===== config.mk =====
export PLATFORM = sky130hd
export DESIGN_NAME = instruction_sender_flat
export DESIGN_NICKNAME = d
export VERILOG_FILES = /design/src/rtl/instruction_sender_pkg.sv /design/src/rtl/instruction_sender_if.sv /design/src/rtl/comms_frame_shifter.sv /design/src/rtl/instruction_sender.sv /design/src/flat_wrapper.sv
export SDC_FILE = /design/constraint.sdc
export NUM_CORES = 1
export LEC_CHECK = 0
export ABC_AREA = 1
export CAP_MARGIN = 20
export CORE_ASPECT_RATIO = 1.25
export CORE_UTILIZATION = 47
export CTS_BUF_LIST = sky130_fd_sc_hd__clkbuf_8
export DETAILED_ROUTE_END_ITERATION = 6
export PLACE_DENSITY_LB_ADDON = 0.15
export SLEW_MARGIN = 15
export SYNTH_ARGS = -nofsm -noshare
export SYNTH_HDL_FRONTEND = slang
export SYNTH_SLANG_ARGS = --single-unit
export TNS_END_PERCENT = 5

===== constraint.sdc =====
create_clock -name clk -period 5.3 [get_ports clk]
set_clock_uncertainty 0.15 [all_clocks]
set_input_delay 1.06 -clock clk [delete_from_list [all_inputs] [get_ports clk]]
set_output_delay 1.06 -clock clk [all_outputs]
set_load 0.03 [all_outputs]

===== src/rtl/instruction_sender_pkg.sv =====
// Shared opcodes, frame sizes and FSM state type for the Titan SPI command sender.
package instruction_sender_pkg;

  localparam logic [7:0] OpNop      = 8'h00;
  localparam logic [7:0] OpWrite    = 8'h01;
  localparam logic [7:0] OpRead     = 8'h02;
  localparam logic [7:0] OpStream   = 8'h03;
  localparam logic [7:0] OpTransfer = 8'h04;
  localparam logic [7:0] OpRepeat   = 8'h05;

  localparam int unsigned WriteFrameBytes   = 8;
  localparam int unsigned ReadFrameBytes    = 4;
  localparam int unsigned ReadbackExchanges = 6;

  typedef enum logic [2:0] {
    StIdle,
    StSend,
    StWaitRx,
    StTurnaround,
    StRdseq,
    StFinish
  } sender_state_e;

  // REPEAT, four TRANSFERs, then a NOP to clock out the last data byte.
  function automatic logic [63:0] readback_seq();
    return {OpRepeat, OpTransfer, OpTransfer, OpTransfer, OpTransfer, OpNop, 16'h0000};
  endfunction

endpackage


===== src/rtl/instruction_sender_if.sv =====
// Byte-level link between the command sender and the SPI master byte engine.
interface instruction_sender_if;
  logic [7:0] tx_byte;
  logic       tx_valid;
  logic       tx_ready;
  logic [7:0] rx_byte;
  logic       rx_valid;

  modport master (output tx_byte, tx_valid, input tx_ready, rx_byte, rx_valid);
  modport slave  (input tx_byte, tx_valid, output tx_ready, rx_byte, rx_valid);
endinterface


===== src/rtl/comms_frame_shifter.sv =====
// 64-bit frame register: load, shift left by one byte, present the top byte with index/last flag.
module comms_frame_shifter (
  input  logic        clk,
  input  logic        rst,
  input  logic        load_i,
  input  logic [63:0] data_i,
  input  logic [2:0]  last_idx_i,
  input  logic        shift_i,
  output logic [7:0]  byte_o,
  output logic [2:0]  idx_o,
  output logic        last_o
);
  logic [63:0] data_q;
  logic [2:0]  cnt_q;
  logic [2:0]  last_idx_q;

  always_ff @(posedge clk or posedge rst) begin
    if (rst) begin
      data_q     <= '0;
      cnt_q      <= '0;
      last_idx_q <= '0;
    end else if (load_i) begin
      data_q     <= data_i;
      cnt_q      <= '0;
      last_idx_q <= last_idx_i;
    end else if (shift_i) begin
      data_q <= {data_q[55:0], 8'h00};
      cnt_q  <= cnt_q + 3'd1;
    end
  end

  assign byte_o = data_q[63:56];
  assign idx_o  = cnt_q;
  assign last_o = (cnt_q == last_idx_q);
endmodule


===== src/rtl/instruction_sender.sv =====
// Titan SPI command initiator: serializes WRITE/READ frames and runs the READ readback sequence.
// Optional WAIT_RX watchdog enabled by defining TITAN_SENDER_TIMEOUT_EN.
module instruction_sender
  import instruction_sender_pkg::*;
#(
  parameter int unsigned ADDRESS_WIDTH     = 24,
  parameter int unsigned VALUE_WIDTH       = 32,
  parameter int unsigned TURNAROUND_CYCLES = 4,
  parameter int unsigned TIMEOUT_CYCLES    = 1024
) (
  input  logic                     clk,
  input  logic                     rst,
  input  logic                     cmd_valid_i,
  output logic                     cmd_ready_o,
  input  logic [7:0]               cmd_instruction_i,
  input  logic [ADDRESS_WIDTH-1:0] cmd_address_i,
  input  logic [VALUE_WIDTH-1:0]   cmd_value_i,
  output logic                     rsp_valid_o,
  output logic [VALUE_WIDTH-1:0]   rsp_value_o,
  output logic                     cmd_done_o,
  output logic                     cmd_error_o,
  instruction_sender_if.master     spi
);
  localparam int unsigned TurnW = (TURNAROUND_CYCLES > 1) ? $clog2(TURNAROUND_CYCLES) : 1;
  localparam int unsigned AccW  = VALUE_WIDTH - 8;

  if (ADDRESS_WIDTH != 24 || VALUE_WIDTH != 32 || TIMEOUT_CYCLES == 0) begin : g_param_check
    $error("instruction_sender: needs ADDRESS_WIDTH=24, VALUE_WIDTH=32, TIMEOUT_CYCLES>0");
  end

  sender_state_e          state_q, state_d;
  logic                   is_read_q, is_read_d;
  logic                   rd_phase_q, rd_phase_d;
  logic                   cmd_error_q, cmd_error_d;
  logic [TurnW-1:0]       turn_cnt_q, turn_cnt_d;
  logic [AccW-1:0]        acc_q, acc_d;
  logic [VALUE_WIDTH-1:0] rsp_value_q, rsp_value_d;

  logic        fs_load, fs_shift, fs_last;
  logic [63:0] fs_data;
  logic [2:0]  fs_last_idx, fs_idx;
  logic [7:0]  fs_byte;
  logic        tx_valid;
  logic        tmo_hit;

  comms_frame_shifter u_shifter (
    .clk        (clk),
    .rst        (rst),
    .load_i     (fs_load),
    .data_i     (fs_data),
    .last_idx_i (fs_last_idx),
    .shift_i    (fs_shift),
    .byte_o     (fs_byte),
    .idx_o      (fs_idx),
    .last_o     (fs_last)
  );

`ifdef TITAN_SENDER_TIMEOUT_EN
  localparam int unsigned TmoW = $clog2(TIMEOUT_CYCLES + 1);
  logic [TmoW-1:0] tmo_cnt_q, tmo_cnt_d;

  always_comb begin
    tmo_cnt_d = '0;
    if (state_q == StWaitRx && !spi.rx_valid) tmo_cnt_d = tmo_cnt_q + TmoW'(1);
  end

  always_ff @(posedge clk or posedge rst) begin
    if (rst) tmo_cnt_q <= '0;
    else     tmo_cnt_q <= tmo_cnt_d;
  end

  assign tmo_hit = (tmo_cnt_q == TmoW'(TIMEOUT_CYCLES - 1));
`else
  assign tmo_hit = 1'b0;
`endif

  always_comb begin
    state_d     = state_q;
    is_read_d   = is_read_q;
    rd_phase_d  = rd_phase_q;
    cmd_error_d = 1'b0;
    turn_cnt_d  = turn_cnt_q;
    acc_d       = acc_q;
    rsp_value_d = rsp_value_q;
    fs_load     = 1'b0;
    fs_shift    = 1'b0;
    fs_data     = {cmd_instruction_i, cmd_address_i, cmd_value_i};
    fs_last_idx = 3'(WriteFrameBytes - 1);

    unique case (state_q)
      StIdle: begin
        if (cmd_valid_i) begin
          if (cmd_instruction_i == OpWrite || cmd_instruction_i == OpRead) begin
            fs_load    = 1'b1;
            is_read_d  = (cmd_instruction_i == OpRead);
            rd_phase_d = 1'b0;
            state_d    = StSend;
            if (cmd_instruction_i == OpRead) fs_last_idx = 3'(ReadFrameBytes - 1);
          end else begin
            cmd_error_d = 1'b1;
          end
        end
      end
      StSend, StRdseq: begin
        if (spi.tx_ready) state_d = StWaitRx;
      end
      StWaitRx: begin
        if (spi.rx_valid) begin
          // E0/E1 answer the REPEAT/first TRANSFER and carry no data.
          if (rd_phase_q && fs_idx >= 3'd2) acc_d = {acc_q[AccW-9:0], spi.rx_byte};
          if (!fs_last) begin
            fs_shift = 1'b1;
            state_d  = rd_phase_q ? StRdseq : StSend;
          end else if (rd_phase_q) begin
            rsp_value_d = {acc_q, spi.rx_byte};
            state_d     = StFinish;
          end else if (is_read_q) begin
            fs_load     = 1'b1;
            fs_data     = readback_seq();
            fs_last_idx = 3'(ReadbackExchanges - 1);
            rd_phase_d  = 1'b1;
            turn_cnt_d  = '0;
            state_d     = (TURNAROUND_CYCLES == 0) ? StRdseq : StTurnaround;
          end else begin
            state_d = StFinish;
          end
        end else if (tmo_hit) begin
          cmd_error_d = 1'b1;
          state_d     = StIdle;
        end
      end
      StTurnaround: begin
        if (turn_cnt_q == TurnW'(TURNAROUND_CYCLES - 1)) state_d = StRdseq;
        else turn_cnt_d = turn_cnt_q + TurnW'(1);
      end
      StFinish: state_d = StIdle;
      default:  state_d = StIdle;
    endcase
  end

  always_ff @(posedge clk or posedge rst) begin
    if (rst) begin
      state_q     <= StIdle;
      is_read_q   <= 1'b0;
      rd_phase_q  <= 1'b0;
      cmd_error_q <= 1'b0;
      turn_cnt_q  <= '0;
      acc_q       <= '0;
      rsp_value_q <= '0;
    end else begin
      state_q     <= state_d;
      is_read_q   <= is_read_d;
      rd_phase_q  <= rd_phase_d;
      cmd_error_q <= cmd_error_d;
      turn_cnt_q  <= turn_cnt_d;
      acc_q       <= acc_d;
      rsp_value_q <= rsp_value_d;
    end
  end

  assign tx_valid     = (state_q == StSend) || (state_q == StRdseq);
  assign spi.tx_valid = tx_valid;
  assign spi.tx_byte  = tx_valid ? fs_byte : 8'h00;
  assign cmd_ready_o  = (state_q == StIdle);
  assign cmd_done_o   = (state_q == StFinish);
  assign rsp_valid_o  = (state_q == StFinish) && is_read_q;
  assign rsp_value_o  = rsp_value_q;
  assign cmd_error_o  = cmd_error_q;
endmodule


===== src/flat_wrapper.sv =====
// flat-port wrapper written by rule: the top's interface ports become plain ports
module instruction_sender_flat import instruction_sender_pkg::*;
#(
  parameter int unsigned ADDRESS_WIDTH     = 24,
  parameter int unsigned VALUE_WIDTH       = 32,
  parameter int unsigned TURNAROUND_CYCLES = 4,
  parameter int unsigned TIMEOUT_CYCLES    = 1024
)
  (clk, rst, cmd_valid_i, cmd_ready_o, cmd_instruction_i, cmd_address_i, cmd_value_i, rsp_valid_o, rsp_value_o, cmd_done_o, cmd_error_o, spi_tx_byte, spi_tx_valid, spi_tx_ready, spi_rx_byte, spi_rx_valid);
  instruction_sender_if spi_i ();
  input  logic clk;
  input  logic rst;
  input  logic cmd_valid_i;
  output logic cmd_ready_o;
  input  logic [7:0] cmd_instruction_i;
  input  logic [ADDRESS_WIDTH-1:0] cmd_address_i;
  input  logic [VALUE_WIDTH-1:0] cmd_value_i;
  output logic rsp_valid_o;
  output logic [VALUE_WIDTH-1:0] rsp_value_o;
  output logic cmd_done_o;
  output logic cmd_error_o;
  output wire logic [$bits(spi_i.tx_byte)-1:0] spi_tx_byte;
  output wire logic [$bits(spi_i.tx_valid)-1:0] spi_tx_valid;
  input wire logic [$bits(spi_i.tx_ready)-1:0] spi_tx_ready;
  input wire logic [$bits(spi_i.rx_byte)-1:0] spi_rx_byte;
  input wire logic [$bits(spi_i.rx_valid)-1:0] spi_rx_valid;
  assign spi_tx_byte = spi_i.tx_byte;
  assign spi_tx_valid = spi_i.tx_valid;
  assign spi_i.tx_ready = spi_tx_ready;
  assign spi_i.rx_byte = spi_rx_byte;
  assign spi_i.rx_valid = spi_rx_valid;
  instruction_sender #(.ADDRESS_WIDTH(ADDRESS_WIDTH), .VALUE_WIDTH(VALUE_WIDTH), .TURNAROUND_CYCLES(TURNAROUND_CYCLES), .TIMEOUT_CYCLES(TIMEOUT_CYCLES)) u_core (.clk(clk), .rst(rst), .cmd_valid_i(cmd_valid_i), .cmd_ready_o(cmd_ready_o), .cmd_instruction_i(cmd_instruction_i), .cmd_address_i(cmd_address_i), .cmd_value_i(cmd_value_i), .rsp_valid_o(rsp_valid_o), .rsp_value_o(rsp_value_o), .cmd_done_o(cmd_done_o), .cmd_error_o(cmd_error_o), .spi(spi_i));
endmodule

==> results_dict.tcl <==
set metrics [dict create \
    status "finished clean" \
    worst_pin_slew_ns 0.8971 \
    final_cell_count_no_fill 1187 \
    setup_viol 0 \
    synthMuxAreaShare 0 \
    std_cell_rows 48 \
    synth_xor_area_frac 0 \
    postCtsSetupRepairBufs 0 \
    maxSlewViolCount 0 \
    yosysUniqueCellTypes 26 \
    p_per_area_mw_per_mm2 433.0 \
    yosys.area_share.simple 0.3007 \
    p_total_mw 3.678 \
    final_common_cell "nand2_1" \
    drt-initial-drc-count 463 \
    grt_max_degree 111 \
    fmax_mhz 287.4 \
    grt_pass1_vias 5355 \
    die_area_mm2 0.01480 \
    vdd_ir_drop_max_mv 0.1933 \
    die_w_um 109.0 \
    fp.dieH_um 135.8 \
    cts_buffer_depth 2 \
    synth_compound_area_frac 0.06564 \
    multi_input_area_mm2 0.002534 \
    dp_hpwl_um 9556 \
    numCtsBuffers 17 \
    setup_tns_ns 0 \
    synth_cells 903 \
    avgViaCountPerCell 4.858 \
    finalWeightedCongestion 0.7817 \
    grt_pass1_wl_um 25410 \
    fin_crit_sh 0.6564 \
    drc 0 \
    hold_buffers 0 \
    cp-end-kind "primary output" \
    detail-route-antenna-nets 0 \
    synth.avg_cell_area_um2 7.452 \
    p_leak_nw 4.311 \
    layout-drive-gt1-share 0.05534 \
    whs_ns 0.3311 \
    cts_tree "yes" \
    arrival_ns 2.27 \
    ys_seq_elements 134 \
    yosys.area_share.adder 0.005578 \
    syn-cell-area_mm2 0.006729 \
    cp.required_ns 4.09 \
    worstHoldPathCells 2 \
    fin_util 0.6122 \
    ys.warnings.count 0 \
    grt-ovfl-total 0 \
    syn2layout_area_growth_pct 26.22 \
    clock-root-buffer "clkbuf_8" \
    nets 1079 \
    wl_um 15050 \
    cts_max_level 4 \
    regArea_mm2 0.003353 \
    min_path_type "reg2reg" \
    core-area_mm2 0.01387 \
    worstSetupStartpointType "flop" \
    critPathKind "reg2out" \
    placed_cells 1153 \
    place_area_mm2 0.008005 \
    max_cap_violations 0 \
    ios 122 \
    gr-usage-all-layers 0.2187 \
    route.vias.total 5766 \
    start_util 0.4850 \
    mostFrequentLayoutCells "264 x nand2_1, 163 x inv_1, 134 x dfrtp_1" \
    portBuffers 121 \
    relSlewSlack 0.4010 \
    clk_latency_ns 0.44 \
    final.setup.worst_slack_ns 1.821 \
    finalCriticalPeriod_ns 3.479 \
    pre_cts_ws_ns 1.544 \
    wire_per_inst_um 12.68 \
    clkTransAtPathRegs_ns 0.08 \
    firstDrtPassIters 5 \
    postCtsResizedCells 0 \
    n_fill_cell 1276 \
    cp_max_fo 11 \
    worstRegToRegCells 10 \
    yosysSeqAreaShare 0.4983 \
    antenna_found_initial 0 \
    diodes 0 \
    synth_top_family_by_area "simple AND/OR/NAND/NOR gates" \
    synthesis.nets 983 \
    cts_sinks 134 \
    finalInstanceArea_mm2 0.008493 \
    rsz0062_at_grt "false" \
    finalHoldViolCount 0 \
]
## power breakdown
part | switching, mW | internal [mW] | total [mW]
Clock | 0.463 | 0.489 | 0.952
Combinational | 0.768 | 0.478 | 1.25
Sequential | 0.143 | 1.34 | 1.48
## state kept, by name, summed over array words and instances (netlist names)
name / cells
u_core.u_shifter.data_q: 64
u_core.is_read_q: 1
u_core.u_shifter.last_idx_q: 3
u_core.rsp_value_o: 32
u_core.rd_phase_q: 1
u_core.turn_cnt_q: 2
u_core.u_shifter.idx_o: 3
u_core.acc_q: 24
u_core.state_q: 3
u_core.cmd_error_o: 1
## cell usage after synthesis (all sizes together)
cell	n	share of area
a21oi	3	0.0022
buf	31	0.024
clkbuf	22	0.012
dfrtp	134	0.50
ha	3	0.0056
inv	168	0.094
nand2	266	0.15
nand3	109	0.082
nand3b	1	0.0011
nand4	48	0.045
nor2	33	0.021
nor3	3	0.0030
o21a	1	0.0011
o21ai	75	0.056
o21bai	4	0.0045
o22ai	1	0.00093
o31ai	1	0.0011
## critical path, stage by stage (launching register included)
cell             delay, ns
dfrtp_1               0.45
nand2_1               0.13
nand3_1               0.35
nor2_1                0.21
clkdlybuf4s50_1       0.70
## area by class of cell
type,instances,share of cell area
Tap cell,175,0.02578
Multi-Input combinational cell,548,0.2983
Clock buffer,17,0.02755
Sequential cell,134,0.3948
Inverter,168,0.07484
Clock inverter,15,0.02431
Timing Repair Buffer,130,0.1544
## final timing paths
check	start	endpoint	slack (ns)
max	u_core.state_q[2]$_DFFE_PP0P_	spi_tx_byte[7]	1.82
min reg2reg	u_core.u_shifter.data_q[34]$_DFFE_PP0P_	u_core.u_shifter.data_q[34]$_DFFE_PP0P_	0.33
max reg2reg	u_core.state_q[2]$_DFFE_PP0P_	u_core.u_shifter.data_q[61]$_DFFE_PP0P_	2.54
min	u_core.u_shifter.data_q[34]$_DFFE_PP0P_	u_core.u_shifter.data_q[34]$_DFFE_PP0P_	0.33
max in group asynchronous	rst	u_core.u_shifter.data_q[8]$_DFFE_PP0P_	3.15
min in group asynchronous	rst	u_core.u_shifter.data_q[19]$_DFFE_PP0P_	0.78
## kinds of logic after synthesis
| group | after synthesis |
|---|---|
| compound gates | 85 |
| fa+ha+maj | 3 |
| buf+inv | 221 |
| flops | 134 |
| simple gates | 460 |
## per-layer routing
layer,global-route usage,wire length [µm],vias to the layer above
met1,0.2870,6806,2612
met2,0.3641,7516,130
met5,0,0,-
met3,0.03944,527,14
li1,-,-,3010
met4,0.06757,201,0
Power figures use the tool's default switching activity.
